--- src/rtl/mem_access_ctrl.sv ---
// mem_access_ctrl: load/store sequencer between the core memory stage and the data memory
// Ports: Clk, Reset (sync, active-high); ReqValid/ReqWrite/ReqAddr/ReqData request in;
//        ReqReady/Busy/Done handshake out; MemAddr/MemWrEn/MemWrData out and MemRdData in
//        to the data memory; MdrWriteEn/MdrDataIn drive the memory data register.
module mem_access_ctrl #(
    parameter int W      = 8,
    parameter int A      = 8,
    parameter int RD_LAT = 1
) (
    input  logic         Clk,
    input  logic         Reset,
    input  logic         ReqValid,
    input  logic         ReqWrite,
    input  logic [A-1:0] ReqAddr,
    input  logic [W-1:0] ReqData,
    output logic         ReqReady,
    output logic         Busy,
    output logic         Done,
    output logic [A-1:0] MemAddr,
    output logic         MemWrEn,
    output logic [W-1:0] MemWrData,
    input  logic [W-1:0] MemRdData,
    output logic         MdrWriteEn,
    output logic [W-1:0] MdrDataIn
);
    typedef enum logic [1:0] {IDLE, WRITE, READ, CAPTURE} state_t;
    state_t       state_q;
    logic [A-1:0] addr_q;
    logic [W-1:0] data_q;
    logic         wr_q;
    logic [2:0]   cnt_q;
    logic         ready_q, busy_q, done_q, mem_we_q, mdr_we_q;
    // Handshake and strobes are registered alongside the state so they change only at edges.
    always_ff @(posedge Clk) begin
        if (Reset) begin
            state_q  <= IDLE;
            addr_q   <= '0;
            data_q   <= '0;
            wr_q     <= 1'b0;
            cnt_q    <= '0;
            ready_q  <= 1'b1;
            busy_q   <= 1'b0;
            done_q   <= 1'b0;
            mem_we_q <= 1'b0;
            mdr_we_q <= 1'b0;
        end else begin
            case (state_q)
                IDLE: if (ReqValid) begin
                    addr_q   <= ReqAddr;
                    data_q   <= ReqData;
                    wr_q     <= ReqWrite;
                    ready_q  <= 1'b0;
                    busy_q   <= 1'b1;
                    state_q  <= ReqWrite ? WRITE : READ;
                    done_q   <= ReqWrite;
                    mem_we_q <= ReqWrite;
                    cnt_q    <= 3'(RD_LAT - 1);
                end
                READ: if (cnt_q == 3'd0) begin
                    state_q  <= CAPTURE;
                    done_q   <= 1'b1;
                    mdr_we_q <= ~wr_q;
                end else begin
                    cnt_q <= cnt_q - 3'd1;
                end
                default: begin
                    state_q  <= IDLE;
                    ready_q  <= 1'b1;
                    busy_q   <= 1'b0;
                    done_q   <= 1'b0;
                    mem_we_q <= 1'b0;
                    mdr_we_q <= 1'b0;
                end
            endcase
        end
    end
    assign ReqReady   = ready_q;
    assign Busy       = busy_q;
    assign Done       = done_q;
    assign MemAddr    = addr_q;
    assign MemWrEn    = mem_we_q;
    assign MemWrData  = mem_we_q ? data_q : '0;
    assign MdrWriteEn = mdr_we_q;
    assign MdrDataIn  = mdr_we_q ? MemRdData : '0;
endmodule

--- config.mk ---
export PLATFORM = sky130hd
export DESIGN_NAME = mem_access_ctrl
export DESIGN_NICKNAME = d
export VERILOG_FILES = /design/src/rtl/mem_access_ctrl.sv
export SDC_FILE = /design/constraint.sdc
export NUM_CORES = 1
export LEC_CHECK = 0
export ABC_AREA = 1
export BUFFER_PORTS_ARGS = -buffer_cell sky130_fd_sc_hd__clkbuf_2
export CORE_MARGIN = 4
export CORE_UTILIZATION = 45
export CTS_CLUSTER_DIAMETER = 120
export DETAILED_ROUTE_END_ITERATION = 7
export PLACE_DENSITY = 0.8
export SYNTH_ARGS = -nofsm -noshare
export SYNTH_HDL_FRONTEND = slang
export SYNTH_SLANG_ARGS = --single-unit
--- constraint.sdc ---
create_clock -name Clk -period 1.8 [get_ports Clk]
set_clock_uncertainty 0.2 [all_clocks]
set_input_delay 0.18 -clock Clk [delete_from_list [all_inputs] [get_ports Clk]]
set_output_delay 0.18 -clock Clk [all_outputs]
set_load 0.005 [all_outputs]
After elaboration in Yosys (flattened, before gate mapping) --
Cells that the tools add are included.
Cells by class: eq/ne operators 4, reductions and logical operators 8, add/subtract/negate cells 1, multiplexer cells 19, div/mod/pow operators 0, shift-type cells 0, multipliers 0, bitwise gates (word level) 3, magnitude comparators 0
Operators with widths (number):
- $mux W8 | 2
- $pmux W1 S2 | 5
- $reduce_and A2 Y1 | 4
- $mux W2 | 3
- $mux W3 | 2
- $ne A2 B2 Y1 const B | 3
- $pmux W3 S2 | 1
- $mux W1 | 5
- $pmux W2 S2 | 1
- $logic_not A3 Y1 | 1
- $not A1 Y1 | 3
- $reduce_and A3 Y1 | 1
- $sub A3 B1 Y3 const B | 1
- $eq A2 B2 Y1 const B | 1
- $logic_not A2 Y1 | 1
- $reduce_bool A2 Y1 | 1
Storage, ports and cells: bits in read-only memories 0, output and inout bits 29, bits in latches 0, flip-flop bits (word level) 27, input bits 28, word-level logic and storage cells 45, memories kept 0, bits in writable memories 0

Depth between registers and ports, before layout --
Gate-level depths: netlist (run 1).
depth after elaboration 3, depth in mapped cells 8, depth with buffers taken out 8

Worst setup path after synthesis (run 1) --
No wires, ideal clock.
kind register to register, start reg cnt_q[0], end reg cnt_q[0], clock period less this slack 1.264 ns, stages on the path, launching flop included 9, library setup time 0.111 ns, slack 0.536 ns, path buffers 0, data arrival time 0.953 ns, data required time 1.489 ns, cell sequence dfxtp_1 -> inv_1 -> ha_1 -> nand2_1 -> nand2_2 -> nand2_2 -> inv_1 -> nor2_1 -> nor2_1
On the way: cells in the longest elaborated chain, start to end 3, elaborated cells on any way between the ends 6, those cells by class 1 x add/sub; 1 x eq/ne; 2 x mux; 2 x reduce/logical
RTL lines:
- start: declaration | RTL line 31 | logic [2:0] cnt_q;
- start signal: assignment | RTL line 57 | cnt_q <= 3'(RD_LAT - 1);
- start signal: assignment | RTL line 64 | cnt_q <= cnt_q - 3'd1;
- $sub A3 B1 Y3 or $logic_not A3 Y1 (tied branches) | RTL line 64, 59
- $mux W3 or $ne A2 B2 Y1 (tied branches)
- $pmux W3 S2 or $reduce_and A3 Y1 (tied branches)
Parallel ways exist; a longest one is shown, timed or not. The select of a mux whose other input is x is not followed. A chain may end at the register's enable or synchronous reset.

==> flow_summary.ini, run 1 <==
[setup_path]
worstRegToRegCells = 5
crit_path_start_kind = input pin
cp_cell_sequence = dlygate4sd3_1 -> clkbuf_2 -> inv_1 -> nand2_1 -> inv_1 -> o21ai_0 -> nor2_1
arrival_ns = 1.62
required_ns = 1.87
worstSetupPathType = input pin to flop
reg2reg_to = MemWrEn
end_kind = flop
crit_path_frequent_cell = inv_1
r2r-start = state_q[1]
cpMaxStageDelayCell = dlygate4sd3_1
r2r_slack_ns = 0.39
crit_fanout = 19
cp_slowest_stage_delay_ns = 0.53

[placed_design]
place_inst = 253
dpl.hpwl_um = 1930
pre_cts_slack_ns = 0.420
portBuffers = 56
gp_congestion = 0.757

[yosys]
ys_ff_latch = 26
syn_area_per_cell_um2 = 6.84
synth_nets = 203
synthCells = 173
synth_top_area_frac = 0.440
syn_area_um2 = 1180
synth-xor-area-share = 0
yosysTopAreaCell = dfxtp_1
yosysWarnings = 0
synth-compound-area-share = 0.105
synthSimpleGateAreaFrac = 0.304
synth-seq-area-share = 0.440
muxShareOfSynthArea = 0
yosys-top-cells-area = dfxtp_1 44%, nor2_1 13%, nand2_1 11%
netlist-cell-type-count = 19
synth_top_family_by_area = simple AND/OR/NAND/NOR gates
synthAdderAreaFrac = 0.0211

[die]
fp-row-count = 18
boundaryPins = 57
core_area_um2 = 2500
start_util = 0.473
dieHeight_um = 59.3
design.die.area_um2 = 3510
chipWidth_um = 59.3

[min_path]
hp-start = ReqValid
hold_end = state_q[0]
hold_path.class = input pin to flop
whs_path_depth = 5

[outcome]
status = finished clean

[power]
worst_ir_drop_vdd_mv = 0.560
pwr-share-clk = 0.218
powerDensity_nw_per_um2 = 810
p_leak_nw = 0.975
comb_power_share = 0.268
switching_share = 0.312
power_frac_seq = 0.514
internal_power_mw = 0.933
switchingPower_mw = 0.422

[global_routing]
grt_overflow = 0
grt_pass1_vias = 1149
grt_max_degree = 24
grt_pass1_wl_um = 4550
antenna_found_initial = 0
track_usage = 0.171

[timing]
worst_slew_pin_slew_ns = 0.476
final_max_slew_viol_count = 0
min_period_over_period = 0.865
rsz0062_at_grt = no
setup_violations = 0
final.min_clock_period_ns = 1.56
fmax_mhz = 642
hold_viol_final = 0
tns_ns = 0
maxSlewHeadroom = 0.683
worst_slack_ns = 0.243

[detailed_routing]
drtIter0Drc = 26
drc = 0
drt-vias-per-instance = 4.51
vias = 1241
first_pass_iters = 4
final_antenna_net_count = 0
wl_per_cell_um = 10.9
drt-total-wl_um = 2990

[cells_and_area]
diodes = 0
final_nets = 276
syn_to_final_growth_pct = 41.2
final_util = 0.669
fin_cells = 275
drive_gt1_frac = 0.282

[clock_network]
cts_setup_buffers = 0
root_buffer = clkbuf_4
htreeDepth = 1
clk-insertion-delay-late_ns = 0.32
cts.path.max_buffers = 2
tritoncts = yes
path_clk_slew_ns = 0.13
cts_sinks = 26
cts_buffers = 3

[flow_run]
cap_violations = 0
[power by group through the flow]
stage | clock network [mW] | registers [mW] | logic, mW
detailed placement | 0 | 0.710 | 0.329
CTS | 0.293 | 0.697 | 0.362
finish | 0.295 | 0.697 | 0.363
global route | 0.316 | 0.705 | 0.417
global placement | 0 | 0.707 | 0.323
floorplan | 0 | 0.698 | 0.236
[per-stage QoR]
| step | hold WS, ns | total power [mW] | area, um^2 |
|---|---|---|---|
| 6_report | 0.0382 | 1.35 | 1670 |
| 4_1_cts | 0.0385 | 1.35 | 1670 |
| 3_3_place_gp | 0.229 | 1.03 | 1460 |
| 5_1_grt | 0.0728 | 1.44 | 1670 |
| 2_1_floorplan | 0.0424 | 0.934 | 1180 |
| 3_5_place_dp | 0.239 | 1.04 | 1460 |
[synth_stat cells]
library cell,n
clkbuf_1,2
nor2_4,1
nor2_1,41
nand3_2,1
dfxtp_1,26
nand3_1,4
a21oi_2,1
inv_4,1
nand2_4,1
inv_2,1
nor2_2,1
inv_1,26
ha_1,2
clkbuf_2,1
nand2_2,2
buf_6,3
a21oi_1,5
nand2_1,36
o21ai_0,18
[worst max-delay path: cells and delay by family]
kind                   cells  cell delay (ns)
AOI/OAI and AO/OA          1             0.08
buffers and inverters      4             1.17
and+or+nand+nor            2             0.18
[area by class of cell]
cell class	instances	area, um^2
clock buffer	4	36.3
fill	214	828
inverter	28	108
multi-input combinational	113	509
sequential	26	520
tap	30	37.5
timing repair buffer	74	460
[cell families after synthesis]
logic type      after synthesis
simple gates                 87
buf+inv                      34
flops                        26
compound gates               24
fa+ha+maj                     2
[sequential cells by signal (all words and copies together) (netlist names)]
register	flops
Busy	1
MdrWriteEn	1
MemAddr	8
MemWrEn	1
ReqReady	1
cnt_q	3
data_q	8
state_q	2
wr_q	1
[metal layers]
metal | share of wire | up-vias | GRT usage
met5 | 0 | - | 0
met4 | 0.020 | 0 | 0.0777
met3 | 0.080 | 7 | 0.0305
met2 | 0.51 | 42 | 0.318
met1 | 0.39 | 530 | 0.185
li1 | - | 662 | -
[placed cells by master (no fill, tap or decap), drive strengths merged]
| cell | instances |
|---|---|
| dfxtp | 26 |
| ha | 2 |
| a21oi | 6 |
| nand2 | 39 |
| nor2 | 43 |
| clkbuf | 60 |
| dlygate4sd3 | 18 |
| o21ai | 18 |
| nand3 | 5 |
| inv | 28 |
[how the worst max path moves through the flow]
stage                     from           end
floorplan             cnt_q[0]      cnt_q[0]
global placement    state_q[1]       MemWrEn
detailed placement  state_q[1]       MemWrEn
CTS                 MdrWriteEn  MdrDataIn[2]
global route             Reset    state_q[0]
finish                   Reset    state_q[0]
[repair_timing]
item,in CTS,in global routing
hold endpoints to repair,23,0
gates resized for setup,0,0
hold buffers,18,0
No activity file was read; power rests on OpenSTA's default activity.
==> run 2, diff against run 1 <==
- CORE_ASPECT_RATIO: default -> 0.75
==> run 2 against run 1 <==
  * Core utilization grew 3.9 points
  * Setup slack gained 0.050 ns
  * Clock power grew 36%
  * First-iteration DRC count grew to 2.7 times the previous value
  * Flip-flop and latch count is the same
  * Count of clock-buffer cells in the layout shrank 1
  * Global-route usage grew 2.1 points
  * Largest cell class unchanged
  * Hold slack gained 0.0041 ns
  * Routed wire length grew 1.1%
==> flow_summary.ini, run 2 (synthesized netlist as in run 1, its figures left out) <==
[clock_network]
htreeDepth = 1
cts_sinks = 26
path_clk_slew_ns = 0.14
tritoncts = yes
clk-insertion-delay-late_ns = 0.32
cts_setup_buffers = 0
cts-resized-gates = 0
root_buffer = clkbuf_4
cts_buffers = 3
cts.path.max_buffers = 2

[setup_path]
worstRegToRegCells = 8
crit_fanout = 10
required_ns = 1.42
r2r_slack_ns = 0.41
end_kind = primary output
worstSetupPathType = flop to primary output
arrival_ns = 1.13
crit_path_start_kind = flop

[placed_design]
pre_cts_slack_ns = 0.429
portBuffers = 56
dpl.hpwl_um = 2120
placed_cell_area_um2 = 1470
gp_congestion = 0.802

[die]
core_area_um2 = 2400
chipWidth_um = 67.2
dieHeight_um = 52.4
fp-row-count = 15
start_util = 0.493
boundaryPins = 57
design.die.area_um2 = 3520

[global_routing]
grt_overflow = 0
grt_max_degree = 24
antenna_found_initial = 0
track_usage = 0.192
grt_pass1_vias = 1175
grt_pass1_wl_um = 5130

[detailed_routing]
drc = 0
drt-vias-per-instance = 4.50
drt-total-wl_um = 3020
wl_per_cell_um = 10.8
final_antenna_net_count = 0
vias = 1260
drtIter0Drc = 71
first_pass_iters = 4

[timing]
min_period_over_period = 0.837
worst_slack_ns = 0.294
setup_violations = 0
hold_viol_final = 0
final_max_slew_viol_count = 0
rsz0062_at_grt = no
worst_slew_pin_slew_ns = 0.332
maxSlewHeadroom = 0.779
final.min_clock_period_ns = 1.51
fmax_mhz = 664
tns_ns = 0

[cells_and_area]
final_nets = 277
syn_to_final_growth_pct = 43.7
final_area_um2 = 1700
final_common_cell = clkbuf_2
layout_common_cells = 56 x clkbuf_2, 41 x nor2_1, 36 x nand2_1, 26 x dfxtp_1, 26 x inv_1
drive_gt1_frac = 0.285
diodes = 0

[outcome]
status = finished clean

[power]
worst_ir_drop_vdd_mv = 0.565
powerDensity_nw_per_um2 = 861
p_leak_nw = 0.987
p_total_mw = 1.46

[flow_run]
cap_violations = 0

[min_path]
hold_path.class = input pin to flop
whs_path_depth = 5
run 2: critical path, cell delays in order, from the launching register on:
cell and delay [ns]:
dfxtp_1 0.54, nand2_1 0.10, inv_1 0.06, clkbuf_2 0.10
run 2: routing by layer:
layer / up-vias / global-route usage / share of wire
li1: 664 / - / -
met1: 555 / 0.234 / 0.45
met2: 36 / 0.333 / 0.49
met3: 5 / 0.0472 / 0.050
met4: 0 / 0.0572 / 0.0076
met5: - / 0 / 0
run 2: report_power, final:
part	switching (mW)	total, mW	internal, mW
Clock	0.176	0.402	0.225
Sequential	0.0517	0.698	0.646
Combinational	0.200	0.365	0.164
Total	0.428	1.46	1.04
run 2: layout make-up:
class	count	area, um^2
well taps	34	42.5
flip-flops and latches	26	520
repair buffers	75	468
fillers	214	702
clock buffers	3	22.5
clock inverters	1	30.0
inverters	28	108
multi-input cells	113	509
run 2: stage by stage:
stage / util / instances / hold slack, ns
2_1_floorplan: - / 173 / 0.0424
3_3_place_gp: 0.611 / 258 / 0.233
3_5_place_dp: 0.611 / 258 / 0.238
4_1_cts: 0.708 / 280 / 0.0417
5_1_grt: 0.708 / 280 / 0.0614
6_report: 0.708 / 280 / 0.0423
run 2: timing repair:
action / CTS / global route
endpoints found under the hold margin: 23 / 0
hold buffers: 18 / 0
setup endpoints to repair: 0 / 0
run 2: path summary, 6_finish.rpt:
kind / start / endpoint
max: MemWrEn / MemWrData[5]
min: ReqValid / state_q[0]
max reg2reg: cnt_q[0] / cnt_q[1]
min reg2reg: ReqReady / ReqReady
==> run 3, diff against run 2 <==
- ABC_AREA: 1 -> 0
- CORE_UTILIZATION: 45 -> 44
- PLACE_DENSITY: 0.8 -> 0.79
- clock period: 1.8 -> 1.45 ns (I/O delays scaled with it)
==> run 3 against run 2 <==
  * The flow now finishes with violations (hold timing, setup timing)
  * Via count grew 4.6%
  * Core utilization up 11 points
  * Highest routed layer unchanged
  * Sequential share of layout area down 3.4 points
  * First-iteration DRC count grew 1.4%
  * Synthesized cell count shrank 20%
  * Clock power is 26% lower
==> flow_summary.ini, run 3 <==
[outcome]
status = finished with violations
violations = hold timing, setup timing

[yosys]
synthMostInstantiatedCell = nand2_1
yosysTopAreaCell = dfxtp_1
synth_edf_count = 0
ys_ff_latch = 26
netlist-cell-type-count = 28
async_reset_ff_frac = 0
synth_nets = 168
synth-seq-area-share = 0.453
synthSimpleGateAreaFrac = 0.317
synthCells = 138
synth-compound-area-share = 0.142
syn_area_per_cell_um2 = 8.32
yosysWarnings = 0
syn_area_um2 = 1150
synthAdderAreaFrac = 0.0218
muxShareOfSynthArea = 0.00871
synth-xor-area-share = 0
yosys-top-cells-area = dfxtp_1 45%, nand2_1 12%, a21oi_1 8.7%
yosys_most_used_dff = dfxtp_1
synth_top_family_by_area = simple AND/OR/NAND/NOR gates
synth_top_area_frac = 0.453
synth_common_cells = 37 x nand2_1, 26 x dfxtp_1, 20 x a21oi_1, 16 x and2_1

[die]
start_util = 0.482
fp-row-count = 15
dieHeight_um = 52.2
design.die.area_um2 = 3500
chipWidth_um = 67.0
core_area_um2 = 2380
boundaryPins = 57

[global_routing]
grt_overflow = 0
grt_pass1_vias = 1154
grt_max_degree = 18
track_usage = 0.202
antenna_found_initial = 0
grt_pass1_wl_um = 5350

[timing]
tns_ns = -1.51
fmax_mhz = 620
timing.hold.ws_ns = -0.0649
rsz0062_at_grt = yes
final.min_clock_period_ns = 1.61
worst_slack_ns = -0.162
maxSlewHeadroom = 0.742
min_period_over_period = 1.11
hold_viol_final = 4
setup_violations = 19
worst_slew_pin_slew_ns = 0.386
final_max_slew_viol_count = 0

[power]
power_frac_seq = 0.521
pwr-share-clk = 0.193
switching_share = 0.284
p_leak_nw = 0.905
internal_power_mw = 1.10
comb_power_share = 0.285
worst_ir_drop_vdd_mv = 0.580
powerDensity_nw_per_um2 = 788
switchingPower_mw = 0.436

[min_path]
hp-start = Reset
hold_path.class = input pin to flop
whs_path_depth = 2
hold_end = cnt_q[1]

[placed_design]
pre_cts_slack_ns = -0.151
portBuffers = 56
placed_cell_area_um2 = 1550
gp_congestion = 0.681
dpl.hpwl_um = 2200

[detailed_routing]
drt-vias-per-instance = 5.05
vias = 1318
first_pass_iters = 7
final_antenna_net_count = 0
drc = 0
drtIter0Drc = 72
drt-total-wl_um = 4120
wl_per_cell_um = 15.8

[cells_and_area]
diodes = 0
final_nets = 259
drive_gt1_frac = 0.480
final_common_cell = clkbuf_2
syn_to_final_growth_pct = 69.6
layout_common_cells = 56 x clkbuf_2, 31 x nand2_1, 20 x dfxtp_1, 19 x dlygate4sd3_1, 16 x and2_1
multi_input_area_um2 = 669
seqCellArea_um2 = 531
final_area_um2 = 1950
fillers = 140

[setup_path]
crit_path_start = cnt_q[1]
end_kind = flop
worstRegToRegCells = 5
required_ns = 1.50
arrival_ns = 1.67
r2r_slack_ns = -0.16
worstSetupPathType = flop to flop
r2r-start = cnt_q[1]
crit_fanout = 3
reg2reg_to = cnt_q[1]
crit_path_start_kind = flop

[clock_network]
path_clk_slew_ns = 0.13
clk-insertion-delay-late_ns = 0.31
htreeDepth = 1
cts_sinks = 26
cts.path.max_buffers = 2
tritoncts = yes
cts_buffers = 3
hold_buffers = 19
root_buffer = clkbuf_4

[flow_run]
cap_violations = 0
-- run 3: changes by cell type in the layout (fill, tap and decap cells not counted), sizes merged, moves of 3 or more --
cell	previous run	this run
a211oi	0	3
a21oi	6	21
and2	0	16
buf	1	17
inv	28	3
nand2b	0	3
nand3	5	0
nor2	43	1
o21ai	18	3
-- run 3: through the flow --
step                total power, mW  cells  utilization  hold slack [ns]
detailed placement             1.10    234        0.649            0.180
global route                   1.62    261        0.817          -0.0906
global placement               1.08    234        0.649            0.168
finish                         1.54    261        0.817          -0.0649
CTS                            1.42    256        0.740          -0.0895
floorplan                     0.963    138            -           0.0810
-- run 3: area by class of cell --
cell class	count	share of cell area
multi-input cells	101	0.344
inverters	3	0.00578
well taps	34	0.0218
repair buffers	94	0.345
flip-flops and latches	26	0.272
clock buffers	3	0.0116
-- run 3: repair_timing --
item / in CTS / in global routing
gates resized for setup: 3 / 32
setup endpoints to repair: 8 / 21
pin swaps: 1 / 14
buffers inserted: 0 / 3
hold endpoints to repair: 21 / 5
cloned: 0 / 2
-- run 3: how the worst max path moves through the flow --
stage / endpoint / slack [ns] / cells past startpoint
after floorplan: cnt_q[1] / -0.09 / 5
after global placement: cnt_q[1] / -0.09 / 5
after detailed placement: cnt_q[1] / -0.15 / 5
after CTS: cnt_q[1] / -0.14 / 5
after global routing: cnt_q[1] / -0.22 / 5
final: cnt_q[1] / -0.16 / 5
-- run 3: power groups by stage --
stage	Combinational, mW	Clock (mW)	Sequential, mW
3_3_place_gp	0.276	0	0.808
2_1_floorplan	0.157	0	0.807
5_1_grt	0.468	0.345	0.808
3_5_place_dp	0.286	0	0.812
6_report	0.438	0.297	0.800
4_1_cts	0.328	0.299	0.797
-- run 3: layer usage --
| layer | track usage | up-vias | routed length (um) |
|---|---|---|---|
| met2 | 0.373 | 54 | 2190 |
| met5 | 0 | - | 0 |
| met1 | 0.240 | 626 | 1590 |
| li1 | - | 630 | - |
| met4 | 0.0236 | 0 | 70 |
| met3 | 0.0536 | 8 | 267 |
-- run 3: critical path, cell delays in order, from the launching register on --
cell	delay [ns]
dfxtp_2	0.36
inv_2	0.05
ha_4	0.15
and3b_1	0.17
or4b_1	0.48
a21oi_2	0.13
-- run 3: cell families after synthesis --
logic type / Yosys count
compound gates: 29
flops: 26
mux: 1
buf+inv: 11
simple gates: 69
fa+ha+maj: 2
